===== src/rtl/sub_pkg.sv =====
// Shared types and elaboration helpers for the digit-serial subtractor.
package sub_pkg;

   typedef enum logic [1:0] {
      IDLE = 2'd0,
      RUN  = 2'd1,
      DONE = 2'd2
   } state_e;

   function automatic int n_digits(input int width, input int digit_w);
      return width / digit_w;
   endfunction

   function automatic int cnt_width(input int n);
      return (n <= 1) ? 1 : $clog2(n);
   endfunction

   function automatic bit digit_w_ok(input int width, input int digit_w);
      return (digit_w > 0) && (digit_w <= width) && ((width % digit_w) == 0);
   endfunction

endpackage


===== src/rtl/sub_digit.sv =====
// Combinational W-bit borrow-ripple subtractor: {bout,d} = x - y - bin.
module sub_digit #(
   parameter int W = 4
) (
   input  logic [W-1:0] x,
   input  logic [W-1:0] y,
   input  logic         bin,
   output logic [W-1:0] d,
   output logic         bout
);

   logic [W:0] bc;

   assign bc[0] = bin;

   for (genvar gi = 0; gi < W; gi++) begin : g_bit
      assign d[gi]      = x[gi] ^ y[gi] ^ bc[gi];
      // Borrow when x<y, or when x==y and a borrow is already pending.
      assign bc[gi + 1] = (~x[gi] & y[gi]) | (~(x[gi] ^ y[gi]) & bc[gi]);
   end

   assign bout = bc[W];

endmodule


===== src/rtl/serial_subtractor32.sv =====
// Digit-serial y = a - b with borrow-out, one operation in flight behind valid/ready.
// Define SUB_OVF_EN to add the registered signed-overflow output ovf.
module serial_subtractor32
   import sub_pkg::*;
#(
   parameter int WIDTH   = 32,
   parameter int DIGIT_W = 4
) (
   input  logic             clk,
   input  logic             rst_n,
   input  logic             in_valid,
   output logic             in_ready,
   input  logic [WIDTH-1:0] a,
   input  logic [WIDTH-1:0] b,
   output logic             out_valid,
   input  logic             out_ready,
   output logic [WIDTH-1:0] y,
   output logic             b_out
`ifdef SUB_OVF_EN
   ,
   output logic             ovf
`endif
);

   localparam int N_DIGITS = n_digits(WIDTH, DIGIT_W);
   localparam int CNT_W    = cnt_width(N_DIGITS);
   localparam logic [CNT_W-1:0] LAST_CNT = CNT_W'(N_DIGITS - 1);

   if (!digit_w_ok(WIDTH, DIGIT_W)) begin : g_bad_digit_w
      $error("serial_subtractor32: WIDTH must be a multiple of DIGIT_W");
   end

   state_e             state_q, state_d;
   logic [CNT_W-1:0]   cnt_q, cnt_d;
   logic [WIDTH-1:0]   a_sh_q, a_sh_d;
   logic [WIDTH-1:0]   b_sh_q, b_sh_d;
   logic [WIDTH-1:0]   y_q, y_d;
   logic               borrow_q, borrow_d;
   logic               b_out_q, b_out_d;
   logic [DIGIT_W-1:0] dig;
   logic               dig_bout;
   logic [WIDTH-1:0]   full_result;
   logic               accept;
   logic               last_digit;

   assign accept     = (state_q == IDLE) && in_valid;
   assign last_digit = (state_q == RUN) && (cnt_q == LAST_CNT);

   sub_digit #(.W(DIGIT_W)) u_digit (
      .x    (a_sh_q[DIGIT_W-1:0]),
      .y    (b_sh_q[DIGIT_W-1:0]),
      .bin  (borrow_q),
      .d    (dig),
      .bout (dig_bout)
   );

   // Only the digits already produced need storage; the current digit completes the word.
   if (N_DIGITS == 1) begin : g_single
      assign full_result = dig;
   end else begin : g_multi
      logic [WIDTH-DIGIT_W-1:0] res_q, res_d;

      assign full_result = {dig, res_q};

      always_comb begin
         res_d = res_q;
         if (state_q == RUN) begin
            res_d = full_result[WIDTH-1:DIGIT_W];
         end
      end

      always_ff @(posedge clk or negedge rst_n) begin
         if (!rst_n) begin
            res_q <= '0;
         end else begin
            res_q <= res_d;
         end
      end
   end

   always_comb begin
      state_d  = state_q;
      cnt_d    = cnt_q;
      a_sh_d   = a_sh_q;
      b_sh_d   = b_sh_q;
      borrow_d = borrow_q;
      y_d      = y_q;
      b_out_d  = b_out_q;
      case (state_q)
         IDLE: begin
            if (accept) begin
               state_d  = RUN;
               a_sh_d   = a;
               b_sh_d   = b;
               cnt_d    = '0;
               borrow_d = 1'b0;
            end
         end
         RUN: begin
            a_sh_d   = a_sh_q >> DIGIT_W;
            b_sh_d   = b_sh_q >> DIGIT_W;
            borrow_d = dig_bout;
            cnt_d    = cnt_q + 1'b1;
            if (last_digit) begin
               state_d = DONE;
               y_d     = full_result;
               b_out_d = dig_bout;
            end
         end
         DONE: begin
            if (out_ready) begin
               state_d = IDLE;
            end
         end
         default: state_d = IDLE;
      endcase
   end

   always_ff @(posedge clk or negedge rst_n) begin
      if (!rst_n) begin
         state_q  <= IDLE;
         cnt_q    <= '0;
         a_sh_q   <= '0;
         b_sh_q   <= '0;
         y_q      <= '0;
         borrow_q <= 1'b0;
         b_out_q  <= 1'b0;
      end else begin
         state_q  <= state_d;
         cnt_q    <= cnt_d;
         a_sh_q   <= a_sh_d;
         b_sh_q   <= b_sh_d;
         y_q      <= y_d;
         borrow_q <= borrow_d;
         b_out_q  <= b_out_d;
      end
   end

`ifdef SUB_OVF_EN
   // Sign bits are shifted out of the operand registers, so keep them aside.
   logic a_msb_q, a_msb_d;
   logic b_msb_q, b_msb_d;
   logic ovf_q, ovf_d;

   always_comb begin
      a_msb_d = a_msb_q;
      b_msb_d = b_msb_q;
      ovf_d   = ovf_q;
      if (accept) begin
         a_msb_d = a[WIDTH-1];
         b_msb_d = b[WIDTH-1];
      end
      if (last_digit) begin
         ovf_d = (a_msb_q != b_msb_q) && (full_result[WIDTH-1] != a_msb_q);
      end
   end

   always_ff @(posedge clk or negedge rst_n) begin
      if (!rst_n) begin
         a_msb_q <= 1'b0;
         b_msb_q <= 1'b0;
         ovf_q   <= 1'b0;
      end else begin
         a_msb_q <= a_msb_d;
         b_msb_q <= b_msb_d;
         ovf_q   <= ovf_d;
      end
   end

   assign ovf = ovf_q;
`endif

   assign in_ready  = (state_q == IDLE);
   assign out_valid = (state_q == DONE);
   assign y         = y_q;
   assign b_out     = b_out_q;

endmodule


===== config.mk =====
export PLATFORM = sky130hd
export DESIGN_NAME = serial_subtractor32
export DESIGN_NICKNAME = d
export VERILOG_FILES = /design/src/rtl/sub_pkg.sv /design/src/rtl/sub_digit.sv /design/src/rtl/serial_subtractor32.sv
export SDC_FILE = /design/constraint.sdc
export NUM_CORES = 1
export LEC_CHECK = 0
export CAP_MARGIN = 20
export CORE_MARGIN = 1
export CORE_UTILIZATION = 56
export DETAILED_ROUTE_END_ITERATION = 12
export GPL_ROUTABILITY_DRIVEN = 1
export PLACE_DENSITY = 0.85
export SETUP_SLACK_MARGIN = 0.5
export SYNTH_ARGS = -nofsm -noshare
export SYNTH_HDL_FRONTEND = slang
export SYNTH_SLANG_ARGS = --single-unit

===== constraint.sdc =====
create_clock -name clk -period 6.85 [get_ports clk]
set_clock_uncertainty 0.1 [all_clocks]
set_input_delay 1.0275 -clock clk [delete_from_list [all_inputs] [get_ports clk]]
set_output_delay 1.0275 -clock clk [all_outputs]
set_load 0.05 [all_outputs]

Yosys cells after proc, flatten, opt, wreduce, memory -nomap -nowiden
Index checks and enable logic that the tools add are counted.
W data, S select, Z words.
{"block": "word_totals", "regBits": 131, "output_inout_bits": 35, "word_cells": 62}
{"block": "op_classes", "n_eq_ne": 6, "n_addsub": 1, "muxes": 12, "n_reduce_logical": 7, "bitwise_logic": 28}
{"op": "$pmux W32 S2", "count": 2}
{"op": "$mux W32", "count": 2}
{"op": "$and A1 B1 Y1", "count": 8}
{"op": "$not A1 Y1", "count": 8}
{"op": "$xor A1 B1 Y1", "count": 8}
{"op": "$mux W2", "count": 3}
{"op": "$pmux W2 S3", "count": 1}
{"op": "$pmux W3 S2", "count": 1}
{"op": "$ne A2 B1 Y1 const B", "count": 2}
{"op": "$or A1 B1 Y1", "count": 4}
{"op": "$reduce_and A2 Y1", "count": 2}
{"op": "$add A3 B1 Y3 const B", "count": 1}
{"op": "$eq A3 B3 Y1 const B", "count": 1}
{"op": "$mux W3", "count": 1}
{"op": "$reduce_and A3 Y1", "count": 1}
{"op": "$eq A2 B1 Y1 const B", "count": 1}
{"op": "$eq A2 B2 Y1 const B", "count": 1}
{"op": "$logic_and A1 B1 Y1", "count": 2}
{"op": "$logic_not A2 Y1", "count": 1}
{"op": "$ne A2 B2 Y1 const B", "count": 1}
{"op": "$pmux W1 S2", "count": 1}
{"op": "$reduce_bool A2 Y1", "count": 1}
{"op": "$mux W1", "count": 1}

Depth between registers and ports, before layout
Gate-level depths: netlist (run 1).
{"block": "logic_depth", "word_depth": 11, "depth_mapped": 9, "mapped_depth_nobuf": 9}

Cells and area by module
Synthesis (run 1) repeated with hierarchy kept, for this count alone.
{"block": "hier_totals", "hier_cells": 514, "hier_area_um2": 5639.2}
{"mod": "serial_subtractor32", "area_per_inst_um2": 5521.5, "instances": 1, "cells_each": 500}
{"mod": "sub_digit", "area_per_inst_um2": 117.6, "instances": 1, "cells_each": 14}

Worst setup path after synthesis (run 1)
OpenSTA, ideal clock, no wires.
{"block": "synth_path", "path_kind": "register -> output", "from": "register state_q[1]", "to": "output port out_valid", "arrival_ns": 1.361, "slack_ns": 4.362, "path_stages_with_launch": 5, "cell_sequence": "dfrtp_1 > buf_6 > inv_2 > buf_1 > nor2_1"}
{"block": "synth_between", "elab_chain_len": 1}
{"item": "start, declared", "line": "serial_subtractor32.sv:33", "source": "state_e state_q, state_d;"}
{"item": "start signal, assigned", "line": "serial_subtractor32.sv:129", "source": "state_q <= state_d;"}
{"item": "$eq A2 B2 Y1", "line": "serial_subtractor32.sv:174", "source": "assign out_valid = (state_q == DONE);"}
{"item": "end, declared", "line": "serial_subtractor32.sv:15", "source": "output logic out_valid,"}
No other way between the ends.

Worst setup path in the final report (run 1)
Ends and elaborated chain as after synthesis.

==> flow_summary_export.csv, run 1 <==
group,metric,value,unit
global_routing,grt-ovfl-total,0,
floorplanning,core_area,9774,um^2
global_routing,first_global_vias,4382,
finish,area_delta_synth_final,26.87,%
finish,finalInstanceArea,7177,um^2
cts,cts_tree,"yes",
critical_path,crit_arrival,2.72,ns
sta,worstMarginPinSlew,1.049,ns
critical_path,reg2regPathDepth,4,
synth,ys_warn_count,0,
synth,synth_area,5657,um^2
synth,syn-num-nets,584,
global_routing,grt_start_max_net_pins,84,
synth,synth_top_cell_by_area,"dfrtp_1",
floorplanning,rows,36,
drt,drt_iter0_markers,208,
critical_path,cpLargestDelayFamily,"buffers and inverters",
placed_design,portBuffers,102,
critical_path,critPathKind,"reg -> out",
cts,ctsRootBufferMaster,"clkbuf_8",
global_routing,antenna_found_initial,0,
critical_path,crit_buf_inv,2,
sta,rsz0062_at_grt,"no",
cts,cts_inserted_buffers,17,
synth,ys_seq_area_share,57.95,%
cts,htree_num_levels,4,
power,p_per_area,520.9,nW/um^2
sta,setup_slack,3.007,ns
cts,clk_latency,0.51,ns
cts,clk_pin_slew,0.06,ns
sta,hold_viol_final,0,
drt,routed-via-count,4367,
placed_design,dp_cells,704,
drt,ant_nets,0,
drt,drc,0,
power,vdd_drop_max,246.8,uV
synth,synthTopCellsByArea,"dfrtp_1 58%, o22ai_1 11%, mux2_4 6.1%",
critical_path,timing.rr.end,"b_sh_q[9]",
critical_path,critPathRequiredTime,5.72,ns
synth,synthCells,510,
finish,antenna_cells,0,
finish,fin_nets,666,
sta,maxSlewHeadroom,30.07,%
critical_path,regToRegSetupSlack,4.07,ns
critical_path,cp_cell_sequence,"inv_2, nor2_1, clkdlybuf4s50_1",
synth,avgSynthCellArea,11.09,um^2
run,maxCapViolCount,0,
sta,slew_violations,0,
floorplanning,dieArea,10510,um^2
critical_path,cp_slowest_cell,"clkdlybuf4s50_1",
sta,setup_viol,0,
critical_path,crit_fanout,55,
floorplanning,start_util,57.87,%
finish,layout_common_cells,"131 x dfrtp_1, 100 x clkdlybuf4s50_1, 99 x o22ai_1",
sta,fin_setup_tns,0,ns
drt,routed_wl,12790,um
critical_path,reg2reg_from,"state_q[0]",
floorplanning,die_w,102.5,um
drt,viasPerCell,5.917,
placed_design,place_area,6609,um^2
floorplanning,ios,103,
run_status,outcome,"complete, no violations",
finish,drive_gt1_share,12.89,%
cts,cts_resized,0,
finish,stdcell_count,738,
finish,fill_cells,675,
cts,cts_setup_buffers,0,
critical_path,cpPeakStageDelay,0.83,ns
floorplanning,die_h,102.5,um
global_routing,grt_usage,26.33,%
sta,period_share,56.11,%
cts,clockBufferDepth,2,
placed_design,dpl.hpwl,7970,um
global_routing,grt_pass1_wl,21070,um
hold_path,min-delay-path-class,"in -> async",
drt,dr.pass1.iters,5,
placed_design,preCtsSetupSlack,3.606,ns
finish,layout_commonest_cell,"dfrtp_1",
placed_design,place_congestion,0.8349,
power,total_leakage_power,3.188,nW
critical_path,critPathLaunchType,"flip-flop",
drt,wl_per_cell,17.33,um
cts,clock-sinks,131,
critical_path,worst_setup_path_end_kind,"output pin",
synth,ys_ff_latch,131,
cts,hold_buffers,0,
sta,min_period,3.843,ns
synth,ys_types,28,
finish,fin_util,73.43,%
sta,fmax,260.2,MHz
synth,synth_top_area_share,57.95,%
[synthesized netlist by cell type]
master	number
dfrtp_1	131
o22ai_1	99
nand2_1	92
a21oi_1	47
mux2_4	23
o21ai_0	23
clkbuf_1	15
buf_2	11
buf_4	10
inv_1	7
mux2_2	7
a2bb2oi_1	6
buf_6	6
fa_1	4
nand2b_1	4
nand3b_1	4
o221a_2	4
nor2_1	3
a22o_1	2
buf_1	2
ha_1	2
nor2b_1	2
clkinv_1	1
inv_2	1
nand3b_4	1
nor2_4	1
o31ai_1	1
or2_2	1
[registers in the layout, indices dropped and copies added, names as in the netlist]
signal / count
a_sh_q: 32
b_sh_q: 32
y: 32
g_multi.res_q: 28
cnt_q: 3
state_q: 2
b_out: 1
borrow_q: 1
[layout make-up]
type | instances | area (um^2) | share of cell area, %
Sequential cell | 131 | 3278 | 45.68
Multi-Input combinational cell | 326 | 2091 | 29.13
Timing Repair Buffer | 107 | 1082 | 15.08
Clock buffer | 19 | 421.7 | 5.875
Tap cell | 133 | 166.4 | 2.319
Clock inverter | 13 | 103.9 | 1.447
Inverter | 9 | 33.78 | 0.4707
[per-stage QoR]
stage	power [mW]	hold WS (ns)
3_3_place_gp	2.844	0.3573
2_1_floorplan	2.497	0.3418
3_5_place_dp	2.922	0.3638
6_report	3.738	0.3372
4_1_cts	3.739	0.3427
5_1_grt	3.968	0.3562
[metal layers]
metal  global-route usage, %  vias up  part of all wire [%]
met5                       0        -                     0
met4                   9.451        0                   1.6
met3                   6.441       24                   6.2
met2                   43.38      180                    50
met1                   34.12     2142                    42
li1                        -     2021                     -
[worst reg2reg max path, delay by kind of cell (launching register included)]
kind / cells / cell delay [ns]
AOI/OAI and AO/OA: 2 / 0.31
buffers and inverters: 2 / 1.40
DFF: 1 / 0.80
[where the power goes]
part	internal, mW	leakage (nW)	total, mW	switching, mW
Combinational	0.631	1.35	1.53	0.895
Sequential	1.14	1.60	1.42	0.285
Clock	0.449	0.242	0.790	0.342
[cell families after synthesis]
kind of cell,Yosys count,share of synthesized area (%)
buf+inv,53,5.220
fa+ha+maj,6,1.858
simple gates,108,8.162
mux,30,7.498
compound gates,182,19.31
flops,131,57.95
[worst max path at each step]
stage,end,slack (ns),cells past startpoint,startpoint
3_5_place_dp,out_valid,3.61,3,state_q[1]
6_report,out_valid,3.01,3,state_q[1]
3_3_place_gp,out_valid,3.63,3,state_q[1]
2_1_floorplan,out_valid,4.36,4,state_q[1]
5_1_grt,out_valid,2.90,3,state_q[1]
4_1_cts,out_valid,3.02,3,state_q[1]
(Power assumes the default switching activity.)
==> run 2: changes to the inputs <==
CORE_UTILIZATION = 47   (was 56)
PLACE_DENSITY = 0.76   (was 0.85)
clock period = 3.27 ns   (was 6.85 ns; I/O delays follow)
==> run 2 against run 1 <==
The run now ends with DRC left. Design area is 0.75% higher. Die area is 19% higher. First-iteration DRC count is 46% higher. Setup slack worse by 2.3 ns.
==> flow_summary_export.csv, run 2 (synthesis results as in run 1) <==
group,metric,value,unit
sta,slew_violations,0,
critical_path,reg2regPathDepth,8,
drt,dr.pass1.iters,9,
global_routing,grt_usage,22.15,%
hold_path,min-delay-path-class,"reg -> reg",
cts,clk_pin_slew,0.05,ns
power,vdd_drop_max,389.7,uV
cts,clockBufferDepth,2,
floorplanning,die_h,111.7,um
floorplanning,dieArea,12480,um^2
power,power_frac_comb,40.9,%
hold_path,min_to,"g_multi.res_q[0]",
cts,cts_tree,"yes",
cts,clock-sinks,131,
power,p_clk_share,21.7,%
power,finalPower,7.857,mW
drt,drt_iter0_markers,304,
placed_design,place_congestion,0.8230,
critical_path,reg2reg_from,"b_sh_q[0]",
power,total_leakage_power,3.230,nW
global_routing,grt_pass1_wl,21720,um
power,swShare,39.32,%
sta,rsz0062_at_grt,"no",
finish,layout_common_cells,"130 x dfrtp_1, 99 x o22ai_1, 99 x clkdlybuf4s50_1",
hold_path,worstHoldPathCells,2,
critical_path,crit_arrival,1.97,ns
finish,fin_nets,670,
sta,worstMarginPinSlew,0.9403,ns
drt,routed-via-count,4345,
critical_path,timing.rr.end,"y[31]",
floorplanning,core_area,11560,um^2
run,maxCapViolCount,0,
power,p_switching,3.089,mW
finish,drive_gt1_share,13.04,%
drt,wl_per_cell,17.24,um
sta,fmax,390.3,MHz
power,p_int,4.768,mW
critical_path,cpPeakStageDelay,0.82,ns
placed_design,dpl.hpwl,8248,um
cts,ctsRootBufferMaster,"clkbuf_16",
floorplanning,ios,103,
drt,drc,6,
sta,maxSlewHeadroom,37.31,%
hold_path,hold_path.startpoint,"g_multi.res_q[0]",
global_routing,grt_start_max_net_pins,121,
drt,ant_nets,0,
drt,viasPerCell,5.801,
cts,clk_latency,0.41,ns
critical_path,worst_setup_path_end_kind,"output pin",
run_status,violations,"DRC",
critical_path,critPathRequiredTime,2.68,ns
cts,htree_num_levels,4,
placed_design,portBuffers,102,
drt,routed_wl,12920,um
critical_path,cp_cell_sequence,"inv_2, nor2_1, clkdlybuf4s50_1",
global_routing,first_global_vias,4333,
critical_path,critPathLaunchType,"flip-flop",
sta,setup_viol,0,
finish,layout_commonest_cell,"dfrtp_1",
sta,period_share,78.34,%
finish,fin_util,62.52,%
floorplanning,rows,39,
sta,fin_setup_tns,0,ns
floorplanning,start_util,48.91,%
critical_path,crit_fanout,18,
cts,cts_inserted_buffers,17,
finish,area_delta_synth_final,27.83,%
sta,min_period,2.562,ns
run_status,outcome,"complete, but fails checks",
cts,cts_setup_buffers,0,
finish,antenna_cells,0,
critical_path,regToRegSetupSlack,0.83,ns
global_routing,antenna_found_initial,0,
power,p_per_area,1087,nW/um^2
sta,hold_viol_final,0,
global_routing,grt-ovfl-total,0,
floorplanning,die_w,111.7,um
power,power.share.sequential,37.4,%
critical_path,critPathKind,"reg -> out",
critical_path,cp_slowest_cell,"clkdlybuf4s50_1",
==> run 2: cell count changes in the layout (fill, tap and decap cells not counted), moves of 3 or more <==
cell	change
clkinvlp_4	-4
clkinv_2	+3
clkinv_4	-3
buf_4	+3
inv_6	-4
clkbuf_8	+4
==> run 2: how the worst max path moves through the flow <==
stage	slack, ns	startpoint	to
floorplan	0.95	b_sh_q[0]	y[31]
global placement	0.90	b_sh_q[0]	y[31]
detailed placement	0.86	b_sh_q[0]	y[31]
CTS	0.56	state_q[1]	out_valid
global route	0.67	state_q[1]	out_valid
finish	0.71	state_q[1]	out_valid
==> run 2: critical path, delay by kind of cell, from the launching register on <==
kind                   cells  cell delay [ns]
and+or+nand+nor            1             0.13
buffers and inverters      2             0.88
DFF                        1             0.54
==> run 2: stage by stage <==
stage	cell area [um^2]	hold WS (ns)	setup slack, ns	instances
global route	7231	0.3858	0.6689	749
global placement	6664	0.3555	0.9039	718
detailed placement	6664	0.3713	0.8574	718
finish	7231	0.3777	0.7081	749
CTS	7192	0.2003	0.5603	747
floorplan	5657	0.09491	0.9537	510
==> run 2: timing repair <==
item	4_1_cts	5_1_grt
hold buffers	0	1
endpoints found under the setup margin	1	1
resized for setup	1	1
endpoints found under the hold margin	0	17
==> run 2: routing by layer <==
layer | routed length (um) | track usage [%] | share of wire (%)
met2 | 6286 | 34.87 | 49
met3 | 840 | 6.478 | 6.5
met1 | 5635 | 28.91 | 44
met5 | 0 | 0 | 0
met4 | 153 | 8.739 | 1.2
==> run 2: power by group through the flow <==
stage	logic (mW)	clock network [mW]	registers (mW)
2_1_floorplan	1.79	0	3.45
3_3_place_gp	3.11	0	2.92
3_5_place_dp	3.23	0	2.97
4_1_cts	3.23	1.72	2.94
5_1_grt	3.51	1.80	3.04
6_report	3.21	1.70	2.94
==> run 2: final cells by class <==
type,count,area [um^2]
Clock buffer,24,501.7
Multi-Input combinational cell,326,2091
Inverter,9,33.78
Fill cell,946,4334
Clock inverter,5,27.53
Timing Repair Buffer,111,1119
Sequential cell,131,3279
Tap cell,143,178.9
==> run 3: changes to the inputs <==
CORE_UTILIZATION = 52   (was 47)
PLACE_DENSITY = 0.79   (was 0.76)
clock period = 2.65 ns   (was 3.27 ns; I/O delays follow)
==> run 3 against run 2 <==
The flow now finishes without violations. Setup slack got worse by 0.42 ns. Final cell count rose by 1.1%. Utilization rose by 7.5 points. Largest power group unchanged.
==> flow_summary_export.csv, run 3 (synthesis results as in run 1) <==
group,metric,value,unit
cts,ctsRootBufferMaster,"clkbuf_8",
placed_design,portBuffers,102,
finish,layout_commonest_cell,"dfrtp_1",
cts,clk_pin_slew,0.06,ns
cts,clockBufferDepth,2,
finish,area_delta_synth_final,29.00,%
global_routing,grt_usage,25.23,%
global_routing,grt_start_max_net_pins,63,
critical_path,reg2regPathDepth,8,
sta,slew_violations,0,
cts,htree_num_levels,4,
global_routing,grt-ovfl-total,0,
drt,viasPerCell,5.882,
critical_path,timing.rr.end,"y[31]",
floorplanning,dieArea,11300,um^2
critical_path,worst_setup_path_end_kind,"flip-flop",
drt,wl_per_cell,17.58,um
floorplanning,ios,103,
finish,multi_input_area,2106,um^2
drt,drt_iter0_markers,229,
floorplanning,die_w,106.3,um
sta,worstMarginPinSlew,0.6765,ns
finish,drive_gt1_share,16.59,%
finish,fill_cells,785,
critical_path,critPathLaunchType,"flip-flop",
floorplanning,core_area,10420,um^2
critical_path,critPathRequiredTime,2.95,ns
critical_path,crit_buf_inv,3,
cts,clk_latency,0.52,ns
critical_path,reg2reg_from,"b_sh_q[0]",
global_routing,grt_pass1_wl,21910,um
critical_path,cp_slowest_cell,"fa_1",
sta,rsz0062_at_grt,"yes",
floorplanning,start_util,54.31,%
critical_path,regToRegSetupSlack,0.29,ns
drt,dr.pass1.iters,4,
sta,min_period,2.361,ns
drt,routed-via-count,4453,
finish,layout_common_cells,"129 x dfrtp_1, 99 x o22ai_1, 92 x nand2_1",
sta,fin_setup_tns,0,ns
hold_path,min-delay-path-class,"in -> async",
sta,maxSlewHeadroom,54.62,%
floorplanning,rows,37,
finish,antenna_cells,0,
critical_path,cpPeakStageDelay,0.43,ns
critical_path,crit_fanout,2,
sta,period_share,89.10,%
critical_path,crit_arrival,2.66,ns
cts,cts_tree,"yes",
drt,drc,0,
cts,cts_inserted_buffers,17,
finish,regArea,3283,um^2
power,p_per_area,1326,nW/um^2
drt,routed_wl,13310,um
floorplanning,die_h,106.3,um
sta,fmax,423.5,MHz
sta,setup_viol,0,
critical_path,cp_cell_sequence,"inv_2, fa_2, inv_2, fa_2, fa_2, inv_2, fa_1, mux2_2",
power,total_leakage_power,3.379,nW
sta,holdWs,0.2036,ns
placed_design,place_congestion,0.8303,
run,maxCapViolCount,0,
power,vdd_drop_max,625.8,uV
sta,hold_viol_final,0,
critical_path,critPathKind,"reg -> reg",
cts,clock-sinks,131,
global_routing,first_global_vias,4467,
global_routing,antenna_found_initial,0,
drt,ant_nets,0,
placed_design,dpl.hpwl,8755,um
finish,fin_nets,682,
run_status,outcome,"complete, no violations",
critical_path,cpLargestDelayFamily,"adder cells",
## run 3: cell count changes in the layout (fill, tap and decap cells not counted), sizes merged
| cell | previous run | this run |
|---|---|---|
| clkdlybuf4s50 | 99 | 65 |
| dlygate4sd2 | 1 | 33 |
| buf | 10 | 24 |
| clkinvlp | 1 | 4 |
| clkbuf | 24 | 22 |
| bufinv | 0 | 1 |
| clkinv | 5 | 6 |
## run 3: power breakdown
group | total [mW] | internal, mW | switching [mW] | leakage [nW]
Clock | 2.09 | 1.26 | 0.830 | 0.251
Sequential | 3.62 | 2.94 | 0.678 | 1.60
Combinational | 3.97 | 1.58 | 2.39 | 1.53
Total | 9.67 | 5.78 | 3.90 | 3.38
## run 3: worst reg2reg max path: cells and delay by family (launching register included)
kind	cells	cell delay, ns
flip-flops	1	0.38
buffers and inverters	3	0.17
multiplexers	1	0.27
adder cells (fa/ha/maj)	4	1.31
## run 3: area by class of cell
cell class | count | share of cell area, %
Sequential cell | 131 | 44.99
Multi-Input combinational cell | 326 | 28.86
Timing Repair Buffer | 123 | 16.12
Clock buffer | 22 | 6.070
Tap cell | 136 | 2.332
Clock inverter | 10 | 1.166
Inverter | 9 | 0.4630
## run 3: worst max path at each step
stage                     depth (start not counted)  startpoint  slack (ns)     to
after global placement                            8   b_sh_q[0]        0.35  y[31]
after detailed placement                          8   b_sh_q[0]        0.28  y[31]
after floorplan                                   8   b_sh_q[0]        0.40  y[31]
after global routing                              8   b_sh_q[0]        0.23  y[31]
after CTS                                         8   b_sh_q[0]        0.31  y[31]
final                                             8   b_sh_q[0]        0.29  y[31]
## run 3: metal layers
metal,track usage [%],vias to the layer above,wire length (um)
met4,10.02,0,167
met3,5.579,16,776
met5,0,-,0
met2,41.00,162,6706
met1,32.97,2214,5655
li1,-,2061,-
## run 3: metrics by stage
step                      setup WS, ns  power [mW]  instances  cell area, um^2  utilization (%)
final                           0.2889       9.674        757             7297            70.05
after global routing            0.2286       10.27        757             7297            70.05
after CTS                       0.3084       9.691        754             7258            69.68
after detailed placement        0.2819       7.714        719             6736            64.67
after global placement          0.3500       7.472        719             6736            64.67
after floorplan                 0.3952       6.470        510             5662                -
## run 3: timing repair
action / in CTS / in global routing
setup buffers: 2 / 3
pin swaps: 1 / 2
gates resized for setup: 37 / 8
setup endpoints to repair: 38 / 6
hold endpoints to repair: 18 / 0
cloned: 0 / 0
hold buffers: 1 / 0
